## src/rtl/parqueo_sensores.sv

```systemverilog
// Sensor front end for the four-spot parking lot: optional synchronizer, per-spot debouncer,
// occupancy outputs and a valid/ready change-event channel. Optional macro: PARQUEO_SYNC_EN.
module parqueo_sensores #(
   parameter int unsigned DEBOUNCE_CYCLES = 4
) (
   input  logic       clk,
   input  logic       rst_n,
   input  logic [3:0] raw_sensor,
   output logic [3:0] occ,
   output logic [2:0] free_count,
   output logic       full,
   output logic       evt_valid,
   input  logic       evt_ready,
   output logic [3:0] evt_occ,
   output logic       evt_overrun,
   input  logic       evt_overrun_clr
);

   localparam int unsigned NUM_SPOTS = 4;
   localparam int unsigned CNT_W     = (DEBOUNCE_CYCLES > 1) ? $clog2(DEBOUNCE_CYCLES) : 1;
   localparam logic [CNT_W-1:0] CNT_MAX = CNT_W'(DEBOUNCE_CYCLES - 1);

   logic [NUM_SPOTS-1:0]            s;
   logic [NUM_SPOTS-1:0][CNT_W-1:0] cnt_q;
   logic [NUM_SPOTS-1:0][CNT_W-1:0] cnt_d;
   logic [NUM_SPOTS-1:0]            occ_d;
   logic                            change_c;
   logic                            xfer_c;

`ifdef PARQUEO_SYNC_EN
   logic [NUM_SPOTS-1:0] sync_q1;
   logic [NUM_SPOTS-1:0] sync_q2;

   // Two-flop synchronizer for the asynchronous sensor inputs
   always_ff @(posedge clk or negedge rst_n) begin
      if (!rst_n) begin
         sync_q1 <= '0;
         sync_q2 <= '0;
      end else begin
         sync_q1 <= raw_sensor;
         sync_q2 <= sync_q1;
      end
   end

   assign s = sync_q2;
`else
   assign s = raw_sensor;
`endif

   // Per-spot debounce: flip only after DEBOUNCE_CYCLES consecutive disagreeing cycles
   always_comb begin
      occ_d = occ;
      cnt_d = '0;
      for (int i = 0; i < NUM_SPOTS; i++) begin
         if (s[i] != occ[i]) begin
            if (cnt_q[i] == CNT_MAX) begin
               occ_d[i] = s[i];
            end else begin
               cnt_d[i] = cnt_q[i] + CNT_W'(1);
            end
         end
      end
   end

   assign change_c = (occ_d != occ);
   assign xfer_c   = evt_valid && evt_ready;

   always_ff @(posedge clk or negedge rst_n) begin
      if (!rst_n) begin
         occ   <= '0;
         cnt_q <= '0;
      end else begin
         occ   <= occ_d;
         cnt_q <= cnt_d;
      end
   end

   // Event channel: a new change always wins over a transfer and refreshes the snapshot
   always_ff @(posedge clk or negedge rst_n) begin
      if (!rst_n) begin
         evt_valid   <= 1'b0;
         evt_occ     <= '0;
         evt_overrun <= 1'b0;
      end else begin
         if (change_c) begin
            evt_valid <= 1'b1;
            evt_occ   <= occ_d;
         end else if (xfer_c) begin
            evt_valid <= 1'b0;
         end
         if (change_c && evt_valid && !xfer_c) begin
            evt_overrun <= 1'b1;
         end else if (evt_overrun_clr) begin
            evt_overrun <= 1'b0;
         end
      end
   end

   // Free-spot count and full flag follow occ within the same cycle
   always_comb begin
      free_count = 3'(NUM_SPOTS);
      for (int i = 0; i < NUM_SPOTS; i++) begin
         free_count = free_count - 3'(occ[i]);
      end
   end

   assign full = &occ;

endmodule

```

## config.mk

```make
export PLATFORM = sky130hd
export DESIGN_NAME = parqueo_sensores
export DESIGN_NICKNAME = d
export VERILOG_FILES = /design/src/rtl/parqueo_sensores.sv
export SDC_FILE = /design/constraint.sdc
export NUM_CORES = 1
export LEC_CHECK = 0
export ABC_AREA = 1
export ABC_CLOCK_PERIOD_IN_PS = 2900
export BUFFER_PORTS_ARGS = -buffer_cell sky130_fd_sc_hd__buf_2
export CORE_ASPECT_RATIO = 1.75
export CORE_MARGIN = 10
export CORE_UTILIZATION = 30
export CTS_CLUSTER_DIAMETER = 40
export DETAILED_ROUTE_END_ITERATION = 7
export SKIP_CTS_REPAIR_TIMING = 1
export SYNTH_ARGS = -nofsm -noshare
export SYNTH_HDL_FRONTEND = slang
export SYNTH_SLANG_ARGS = --single-unit
```

## constraint.sdc

```tcl
create_clock -name clk -period 2.9 [get_ports clk]
set_input_delay 0.725 -clock clk [delete_from_list [all_inputs] [get_ports clk]]
set_output_delay 0.725 -clock clk [all_outputs]
set_load 0.01 [all_outputs]
```

== After elaboration in Yosys (flattened, before gate mapping) ==
Cells that the tools add are included.
W data, S select, Z words.
Storage, ports and cells
  flip-flop bits (word level): 18
  input port bits: 8
  output and inout port bits: 14
  logic and storage cells: 52
Operators by class
  add/subtract/negate cells: 8
  equal/unequal tests: 9
  multiplexer cells: 20
  reductions and logical operators: 7
Operators with widths (count)
  $mux W2: 8
  $mux W1: 12
  $sub A3 B1 Y3: 3
  $add A2 B1 Y2 const B: 4
  $eq A2 B2 Y1 const B: 4
  $ne A1 B1 Y1: 4
  $ne A4 B4 Y1: 1
  $reduce_and A4 Y1: 1
  $reduce_bool A2 Y1: 2
  $logic_and A1 B1 Y1: 3
  $sub A3 B1 Y3 const A: 1
  $logic_not A1 Y1: 1

== Logic depth before layout (Yosys ltp) ==
Gate-level depths: netlist of run 1.
  word-level depth: 7
  gate-level depth with buffers: 7
  depth with buffers taken out: 7

== Worst setup path after synthesis of run 1 ==
OpenSTA, ideal clock, no wires.
  path type: register to output
  from: register occ[0]
  to: output port free_count[1]
  arrival: 1.516 ns
  data required time: 2.175 ns
  setup slack: 0.659 ns
  cell stages (with the launch flop): 5
  buffers on the path: 0
  cells stage by stage: dfrtp_1 -> fa_1 -> inv_1 -> ha_1 -> ha_1
Between the ends
  cells in the longest elaborated chain, start to end: 4
Ends and longest elaborated chain
  start, declared: line 9  | output logic [3:0] occ,
  start signal, assigned: line 70  | occ <= '0;
  start signal, assigned: line 73  | occ <= occ_d;
  $sub A3 B1 Y3 (4 in a row): line 103  | free_count = free_count - 3'(occ[i]);
  end, declared: line 10  | output logic [2:0] free_count,
No other way between the ends.

== Final worst setup path of run 1 ==
Same ends and word-level chain as after synthesis.

==> results by group, run 1 <==
Drt
  • Routed WL per cell: 11.3 µm
  • First-pass DRT Iterations: 4
  • Via/cell ratio: between 4 and 5
  • Via count: roughly 680
  • Residual DRC count: 0
  • Final wirelength: about 1800 µm
  • Routed Antenna Nets: 0
  • Iter 0 DRT Violations: 15

Timing
  • Slew margin rel.: 0.733
  • Final Critical Period: 2.60 ns
  • Final Skew: 0.00353 ns
  • RSZ-0062 raised after global routing: false
  • Final setup vio count: 0
  • Max-slew violation count: 0
  • Final Hold Fails: 0
  • Fin Hold WS: 0.397 ns
  • Final WS setup: between 0.2 and 0.3 ns
  • Post-route setup TNS: 0 ns
  • Slew @ Worst Pin: between 0.4 and 0.5 ns
  • FMAX: 0.384 GHz
  • Final period util: 0.897

Global route
  • Vias in the first global route: 750
  • Largest net degree at the start of global routing: 19
  • Initial antenna violation count: 0
  • First-pass GRT wire length: around 3200 µm
  • Gr ovfl total: 0
  • Gr usage total: 0.0662

Placement
  • Final GP Congestion: a little under 0.8
  • DP Area: 1090 µm²
  • DPL Wire Length: between 1500 and 2000 µm
  • IO buf count: 21
  • Placed cells: 158
  • DP Worst Slack: between 0.5 and 0.6 ns

Power and ir drop
  • Combinational group share of total power: 0.473
  • Pwr Total: 1.23 mW
  • Sw frac: 0.408
  • Pleak: 0.620 nW
  • Pwr Density: between 1000 and 1500 nW/µm²
  • Flop pwr share: 0.364
  • VDD IR max: 0.000421 V
  • P_sw: 0.502 mW
  • P_int: 0.727 mW
  • Clk pwr share: 0.162

Layout
  • Final Util: 0.388
  • Area of the multi-input gates: about 430 µm²
  • Finished Cell Area: 1150 µm²
  • Non-filler cells, final: 162
  • Register area: about 450 µm²
  • Area growth syn-to-layout: 22.7%
  • Layout cells sized above 1: 0.283
  • Fin nets: 137
  • Fill cells: roughly 290
  • Diodes inserted: 0

Critical path
  • Crit path top cell by count: ha_1
  • Critical path's top delay family: adder cells
  • CP bufs+invs: 2
  • Critical path data required time: about 2.2 ns
  • Slowest stage delay, CP: 0.55 ns
  • Crit path arrival time: between 1.5 and 2 ns
  • Setup CP Type: reg2out
  • Endpoint type of the worst setup path: output port
  • Cells along the critical path: fa_1 -> inv_1 -> ha_1 -> ha_1 -> buf_2
  • Critical-path top delay cell: fa_1
  • Startpoint Class: flop
  • Crit-path max FO: 6

Logic synthesis
  • Number of library cell types mapped by synthesis: 16
  • Post-synth top cells: dfrtp_1 (18), nand2_1 (17), inv_1 (14)
  • Most common cell in the netlist: dfrtp_1
  • Post-synth top area cell: dfrtp_1
  • Avg Cell Area, Syn: 9.85 µm²
  • Post-synth top area share: 0.481
  • Synth warn: 0
  • Register area share after synthesis: 0.481
  • Post-synthesis async set-or-reset flop share: 1.00
  • Top FF cell, synth: dfrtp_1
  • Flops & latches, synth: 18
  • Synthesized instance count: 95
  • Synthesized Nets: roughly 110
  • Synth area leaders: dfrtp_1 (48%), ha_1 (9.4%), nand2_1 (6.8%)
  • Number of flops mapped to enable cells by yosys: 0
  • Post-Syn Area: between 900 and 1000 µm²

CTS
  • Htree depth: 1
  • CTS Root Buffer Type: clkbuf_8
  • CTS Sinks: 18
  • Reg clk slew, reported paths: 0.06 ns
  • Maximum clock insertion buffer count: 2
  • Worst-Skew Late Latency: 0.25 ns
  • Cts bufs inserted: 3
  • CTS tree: built

Floorplan
  • Full die area: 5840 µm²
  • Core Rows: 26
  • Initial Util: 0.316
  • Core area: 2960 µm²
  • Die Wd: 62.2 µm
  • I/O pin count: 22
  • Die height: approximately 94 µm

Outcome
  • Status: completed

Job
  • Max-cap viol count: 0

Min path
  • Worst min path class: in2async
## cell families after synthesis
family                     after synthesis  share of synthesized area
AOI/OAI and AO/OA                        4                     0.0214
and+or+nand+nor                         46                      0.285
buffers and inverters                   15                     0.0602
xor gates and xnor gates                 4                     0.0374
DFF                                     18                      0.481
adders and majority gates                8                      0.115
## per-layer routing
layer  GRT usage  wire [µm]  vias to the layer above
met4      0.0287         21                        0
met5           0          0                        -
met1      0.0700        767                      314
met3      0.0191        100                        2
li1            -          -                      348
met2       0.119        939                       14
## placed cells by master (no fill, tap or decap)
cell type,n
buf_2,21
dfrtp_1,18
nand2_1,17
inv_1,14
nand3_1,9
ha_1,7
nor2_1,6
xnor2_1,4
nor3_1,4
o21ai_0,4
clkbuf_8,4
nand2_4,3
nand3_2,2
nand3b_1,2
nor2_8,2
inv_2,1
nand2_2,1
fa_1,1
## area by class of cell
cell class / instances / area share
sequential: 18 / 0.392
multi-input combinational: 62 / 0.374
timing repair buffer: 21 / 0.0915
inverter: 15 / 0.0490
clock buffer: 4 / 0.0479
tap: 42 / 0.0458
## path summary, 6_finish.rpt
check | slack, ns | to | cells after the start | start
max reg2reg | 1.57 | evt_overrun$_DFFE_PN0P_ | 7 | cnt_q[0]$_DFF_PN0_
min | 0.40 | cnt_q[0]$_DFF_PN0_ | 1 | rst_n
max | 0.30 | free_count[1] | 5 | occ[0]$_DFF_PN0_
max in group asynchronous | 2.22 | occ[2]$_DFF_PN0_ | 1 | rst_n
min in group clk | 0.43 | cnt_q[0]$_DFF_PN0_ | 1 | cnt_q[0]$_DFF_PN0_
min reg2reg | 0.43 | cnt_q[0]$_DFF_PN0_ | 1 | cnt_q[0]$_DFF_PN0_
## power groups by stage
stage | Combinational (mW) | Sequential [mW] | Clock [mW]
floorplan | 0.369 | 0.471 | 0
global placement | 0.584 | 0.444 | 0
finish | 0.582 | 0.447 | 0.200
CTS | 0.603 | 0.449 | 0.206
global route | 0.684 | 0.466 | 0.215
detailed placement | 0.600 | 0.453 | 0
## registers in the layout, summed over array words and instances, names as in the netlist
register / cells
occ: 4
evt_overrun: 1
evt_occ: 4
evt_valid: 1
cnt_q: 8
Power figures use the tool's default switching activity.
==> run 2: changes to the inputs <==
ABC_CLOCK_PERIOD_IN_PS = 2200   (was 2900)
CORE_MARGIN = 1   (was 10)
clock period = 2.2 ns   (was 2.9 ns; I/O delays follow)
==> results by group, run 2 (synthesized netlist as in run 1, its figures left out) <==
Timing
  • Final setup vio count: 2 (+2)
  • Post-route setup TNS: -0.121 ns (-0.121 ns)
  • Max-slew violation count: 0 (unchanged)
  • Final Hold Fails: 0 (unchanged)
  • FMAX: approximately 0.43 GHz
  • Final WS setup: -0.102 ns (-0.400 ns)
  • RSZ-0062 raised after global routing: true
  • Final Skew: 0.00349 ns (-0.0000386 ns)
  • Final Critical Period: 2.30 ns
  • Final period util: 1.05
  • Slew @ Worst Pin: 0.413 ns (+0.0123 ns)
  • Slew margin rel.: 0.725 (-0.00818)

Global route
  • First-pass GRT wire length: 3040 µm (-6.0%)
  • Vias in the first global route: 708 (-5.6%)
  • Gr ovfl total: 0 (unchanged)
  • Largest net degree at the start of global routing: 19 (unchanged)
  • Initial antenna violation count: 0 (unchanged)
  • Gr usage total: 0.125 (+0.0585)

Floorplan
  • Full die area: 3360 µm² (-43%)
  • I/O pin count: 22 (unchanged)
  • Core Rows: 26 (unchanged)
  • Die height: 75.9 µm (-19%)
  • Core area: 2930 µm² (-1.1%)
  • Die Wd: 44.2 µm (-29%)
  • Initial Util: 0.320 (+0.00351)

Power and ir drop
  • Flop pwr share: 0.297 (-0.067)
  • Pwr Total: 1.89 mW (+53%)
  • P_sw: 0.735 mW (+47%)
  • Sw frac: 0.390 (-0.0184)
  • Pwr Density: 1580 nW/µm² (+48%)
  • P_int: 1.15 mW (+58%)
  • VDD IR max: 0.000636 V (+51%)
  • Pleak: 0.637 nW (+2.8%)
  • Combinational group share of total power: 0.584 (+0.111)
  • Clk pwr share: 0.119 (-0.043)

Outcome
  • Failing checks: setup timing
  • Status: complete, but fails checks

Drt
  • Final wirelength: 1810 µm (-1.0%)
  • Via count: 719 (+6.0%)
  • Iter 0 DRT Violations: 11 (-4)
  • Residual DRC count: 0 (unchanged)
  • Routed WL per cell: 12.0 µm (+6.2%)
  • Via/cell ratio: 4.76 (+14%)
  • Routed Antenna Nets: 0 (unchanged)
  • First-pass DRT Iterations: 5 (+1)

Layout
  • Most flop-heavy register: cnt_q
  • Final Util: 0.407 (+0.0188)
  • Largest register FFs: 8 (unchanged)
  • Area growth syn-to-layout: 27.3%
  • Biggest regs: cnt_q (8), evt_occ (4), occ (4)
  • Diodes inserted: 0 (unchanged)
  • Commonest non-fill, non-tap cells in the layout: dfrtp_1 (18), buf_2 (18), nand2_1 (17)
  • Layout cells sized above 1: 0.325 (+0.0419)
  • Fin nets: 141 (+2.9%)

CTS
  • CTS Sinks: 18 (unchanged)
  • Maximum clock insertion buffer count: 2 (unchanged)
  • CTS Root Buffer Type: clkbuf_8
  • Worst-Skew Late Latency: 0.25 ns (about the same)
  • Cts bufs inserted: 3 (unchanged)
  • CTS tree: built
  • Htree depth: 1 (unchanged)
  • Reg clk slew, reported paths: 0.07 ns (about the same)

Critical path
  • Crit-path max FO: 2 (-4)
  • Setup CP Type: reg2out
  • Critical-path top delay cell: fa_1
  • Cells along the critical path: fa_1 -> inv_2 -> ha_4 -> ha_4 -> buf_6
  • Critical path data required time: 1.65 ns (-0.52 ns)
  • CP bufs+invs: 2 (unchanged)
  • Startpoint Class: flop
  • Slowest stage delay, CP: 0.56 ns (about the same)
  • Endpoint type of the worst setup path: output port
  • Crit path top cell by count: ha_4
  • Critical path's top delay family: adder cells
  • Crit path arrival time: 1.75 ns (-0.13 ns)

Min path
  • Worst min path class: in2async

Placement
  • DPL Wire Length: 1470 µm (-2.1%)
  • IO buf count: 21 (unchanged)
  • Final GP Congestion: 0.745 (-4.6%)

Job
  • Max-cap viol count: 0 (unchanged)
## run 2: layout make-up
| class | instances | area [µm²] |
|---|---|---|
| flip-flops and latches | 18 | 450 |
| fillers | 301 | 1740 |
| well taps | 28 | 35.0 |
| multi-input cells | 62 | 454 |
| inverters | 15 | 56.3 |
| clock buffers | 3 | 41.3 |
| repair buffers | 25 | 154 |
## run 2: worst register-to-register path: cells and delay by family, from the launching register on
kind,cells,cell delay [ns]
DFF,1,0.40
and+or+nand+nor,6,0.56
buffers and inverters,2,0.29
## run 2: final timing paths
check                                   startpoint  slack [ns]  cells after the start                       to
worst max-delay path              occ[2]$_DFF_PN0_       -0.10                      5            free_count[1]
worst min-delay path                         rst_n        0.22                      1       cnt_q[4]$_DFF_PN0_
worst max register to register    occ[0]$_DFF_PN0_        0.84                      8   evt_occ[2]$_DFFE_PN0P_
worst min register to register  cnt_q[0]$_DFF_PN0_        0.44                      1       cnt_q[0]$_DFF_PN0_
max in group asynchronous                    rst_n        1.68                      1  evt_overrun$_DFFE_PN0P_
min in group clk                cnt_q[0]$_DFF_PN0_        0.44                      1       cnt_q[0]$_DFF_PN0_
## run 2: metrics by stage
step	area (µm²)	instances	setup slack (ns)	hold WS [ns]
6_report	1190	151	-0.102	0.223
5_1_grt	1190	151	-0.159	0.258
4_1_cts	1140	150	-0.170	0.240
3_5_place_dp	1100	147	0.112	0.434
3_3_place_gp	1100	147	0.143	0.428
2_1_floorplan	936	95	0.134	0.254
## run 2: power groups by stage
stage          combinational (mW)  sequential (mW)  clock [mW]
4_1_cts                     0.859            0.562       0.234
5_1_grt                      1.24            0.579       0.250
3_3_place_gp                0.828            0.559           0
3_5_place_dp                0.854            0.568           0
6_report                     1.10            0.560       0.225
2_1_floorplan               0.487            0.621           0
## run 2: routing by layer
layer	vias to the layer above	wire length, µm	track usage
li1	355	-	-
met1	345	667	0.118
met2	15	1050	0.245
met3	4	65	0.0237
met4	0	31	0.0606
met5	-	0	0
==> run 3: changes to the inputs <==
==> constraint.sdc (replaced) <==
create_clock -name clk -period 2.2 [get_ports clk]
set_input_delay 0.33 -clock clk [delete_from_list [all_inputs] [get_ports clk]]
set_output_delay 0.33 -clock clk [all_outputs]
set_load 0.01 [all_outputs]
==> results by group, run 3 (synthesized netlist as in run 1, its figures left out) <==
Timing
  • Slew @ Worst Pin: 0.418 ns (+0.00509 ns)
  • Final Hold Fails: 0 (unchanged)
  • Slew margin rel.: 0.721 (-0.00339)
  • Final Critical Period: 2.12 ns (-0.184 ns)
  • FMAX: 0.472 GHz (+8.7%)
  • RSZ-0062 raised after global routing: false
  • Final WS setup: 0.0826 ns (+0.184 ns)
  • Max-slew violation count: 0 (unchanged)
  • Final setup vio count: 0 (-2)
  • Final period util: 0.962 (-0.0838)
  • Final Skew: 0.00377 ns (+0.000275 ns)

Global route
  • First-pass GRT wire length: 2860 µm (-5.9%)
  • Gr ovfl total: 0 (unchanged)
  • Initial antenna violation count: 0 (unchanged)
  • Vias in the first global route: 707 (-0.14%)
  • Gr usage total: 0.117 (-0.00756)
  • Largest net degree at the start of global routing: 19 (unchanged)

Outcome
  • Status: complete, but fails checks
  • Failing checks: DRC

Critical path
  • Slowest stage delay, CP: 0.53 ns (-0.03 ns)
  • Cells along the critical path: fa_1 -> inv_1 -> ha_2 -> ha_4 -> buf_2
  • Setup CP Type: reg2out
  • Endpoint type of the worst setup path: output port
  • Critical path data required time: 1.87 ns (+0.22 ns)
  • Critical path's top delay family: adder cells
  • Startpoint Class: flop
  • CP bufs+invs: 2 (unchanged)
  • Crit path arrival time: 1.79 ns (+0.04 ns)
  • Crit-path max FO: 3 (+1)
  • Critical-path top delay cell: fa_1

Layout
  • Diodes inserted: 0 (unchanged)
  • Fill cells: 299 (-0.66%)
  • Register area: 453 µm² (+0.56%)
  • Largest register FFs: 8 (unchanged)
  • Commonest non-fill, non-tap cells in the layout: buf_2 (21), nand2_1 (17), dfrtp_1 (16)
  • Non-filler cells, final: 150 (-0.66%)
  • Commonest non-fill, non-tap cell in the layout: buf_2
  • Fin nets: 139 (-1.4%)
  • Area growth syn-to-layout: 24.3%
  • Biggest regs: cnt_q (8), evt_occ (4), occ (4)
  • Layout cells sized above 1: 0.328 (+0.00267)
  • Final Util: 0.397 (-0.00940)
  • Finished Cell Area: 1160 µm² (-2.3%)
  • Area of the multi-input gates: 444 µm² (-2.2%)
  • Most flop-heavy register: cnt_q

Power and ir drop
  • Combinational group share of total power: 0.500 (-0.084)
  • VDD IR max: 0.000459 V (-28%)
  • Clk pwr share: 0.157 (+0.038)
  • Sw frac: 0.400 (+0.0102)
  • P_int: 1.01 mW (-12%)
  • Flop pwr share: 0.343 (+0.046)
  • Pwr Density: 1450 nW/µm² (-8.5%)
  • Pleak: 0.626 nW (-1.8%)
  • P_sw: 0.674 mW (-8.3%)
  • Pwr Total: 1.69 mW (-11%)

Placement
  • Final GP Congestion: 0.748 (+0.46%)
  • DP Worst Slack: 0.252 ns (+0.140 ns)
  • Placed cells: 144 (-2.0%)
  • DP Area: 1080 µm² (-2.0%)
  • IO buf count: 21 (unchanged)
  • DPL Wire Length: 1420 µm (-3.6%)

Drt
  • Routed Antenna Nets: 0 (unchanged)
  • Via count: 701 (-2.5%)
  • Residual DRC count: 2 (+2)
  • Via/cell ratio: 4.67 (-1.9%)
  • Routed WL per cell: 11.4 µm (-4.7%)
  • Final wirelength: 1710 µm (-5.3%)
  • First-pass DRT Iterations: 5 (unchanged)
  • Iter 0 DRT Violations: 13 (+2)

Floorplan
  • Die height: 75.9 µm (unchanged)
  • Full die area: 3360 µm² (unchanged)
  • Die Wd: 44.2 µm (unchanged)
  • Core Rows: 26 (unchanged)
  • I/O pin count: 22 (unchanged)
  • Initial Util: 0.320 (unchanged)
  • Core area: 2930 µm² (unchanged)

CTS
  • CTS tree: built
  • CTS Root Buffer Type: clkbuf_8
  • CTS Sinks: 18 (unchanged)
  • Cts bufs inserted: 3 (unchanged)
  • Worst-Skew Late Latency: 0.25 ns (about the same)
  • Maximum clock insertion buffer count: 2 (unchanged)
  • Htree depth: 1 (unchanged)
  • Reg clk slew, reported paths: 0.07 ns (about the same)

Min path
  • Worst min path class: in2async

Job
  • Max-cap viol count: 0 (unchanged)
-- run 3: changes by cell type in the layout (fill, tap and decap cells not counted), sizes merged --
cell	change
buf	-2
clkbuf	+1
-- run 3: power groups by stage --
stage | Sequential (mW) | Combinational, mW | Clock [mW]
2_1_floorplan | 0.621 | 0.487 | 0
3_3_place_gp | 0.587 | 0.759 | 0
3_5_place_dp | 0.600 | 0.783 | 0
4_1_cts | 0.594 | 0.781 | 0.276
5_1_grt | 0.594 | 0.993 | 0.295
6_report | 0.578 | 0.843 | 0.265
-- run 3: cell type report --
cell class | count | area share
flip-flops and latches | 18 | 0.389
repair buffers | 23 | 0.103
multi-input cells | 62 | 0.382
inverters | 15 | 0.0484
clock buffers | 4 | 0.0473
well taps | 28 | 0.0301
-- run 3: routing by layer --
layer | GRT usage | share of wire | vias to the layer above
met5 | 0 | 0 | -
met4 | 0.0606 | 0.0099 | 0
met3 | 0.0237 | 0.038 | 2
met2 | 0.224 | 0.55 | 13
met1 | 0.114 | 0.40 | 334
li1 | - | - | 352
-- run 3: final timing paths --
path                                    start                 endpoint  slack, ns  depth (start not counted)
min reg2reg                cnt_q[2]$_DFF_PN0_       cnt_q[2]$_DFF_PN0_       0.44                          1
max in group asynchronous               rst_n         occ[0]$_DFF_PN0_       1.87                          1
max reg2reg                cnt_q[0]$_DFF_PN0_  evt_overrun$_DFFE_PN0P_       0.88                          7
min                                     rst_n         occ[3]$_DFF_PN0_      0.007                          1
max                          occ[1]$_DFF_PN0_            free_count[1]       0.08                          5
min in group clk              evt_overrun_clr  evt_overrun$_DFFE_PN0P_       0.31                          4
-- run 3: through the flow --
stage / TNS [ns] / hold slack (ns)
finish: 0 / 0.00705
global route: 0 / 0.0213
CTS: -0.0160 / 0.0199
detailed placement: 0 / 0.292
global placement: 0 / 0.279
floorplan: 0 / 0.0344
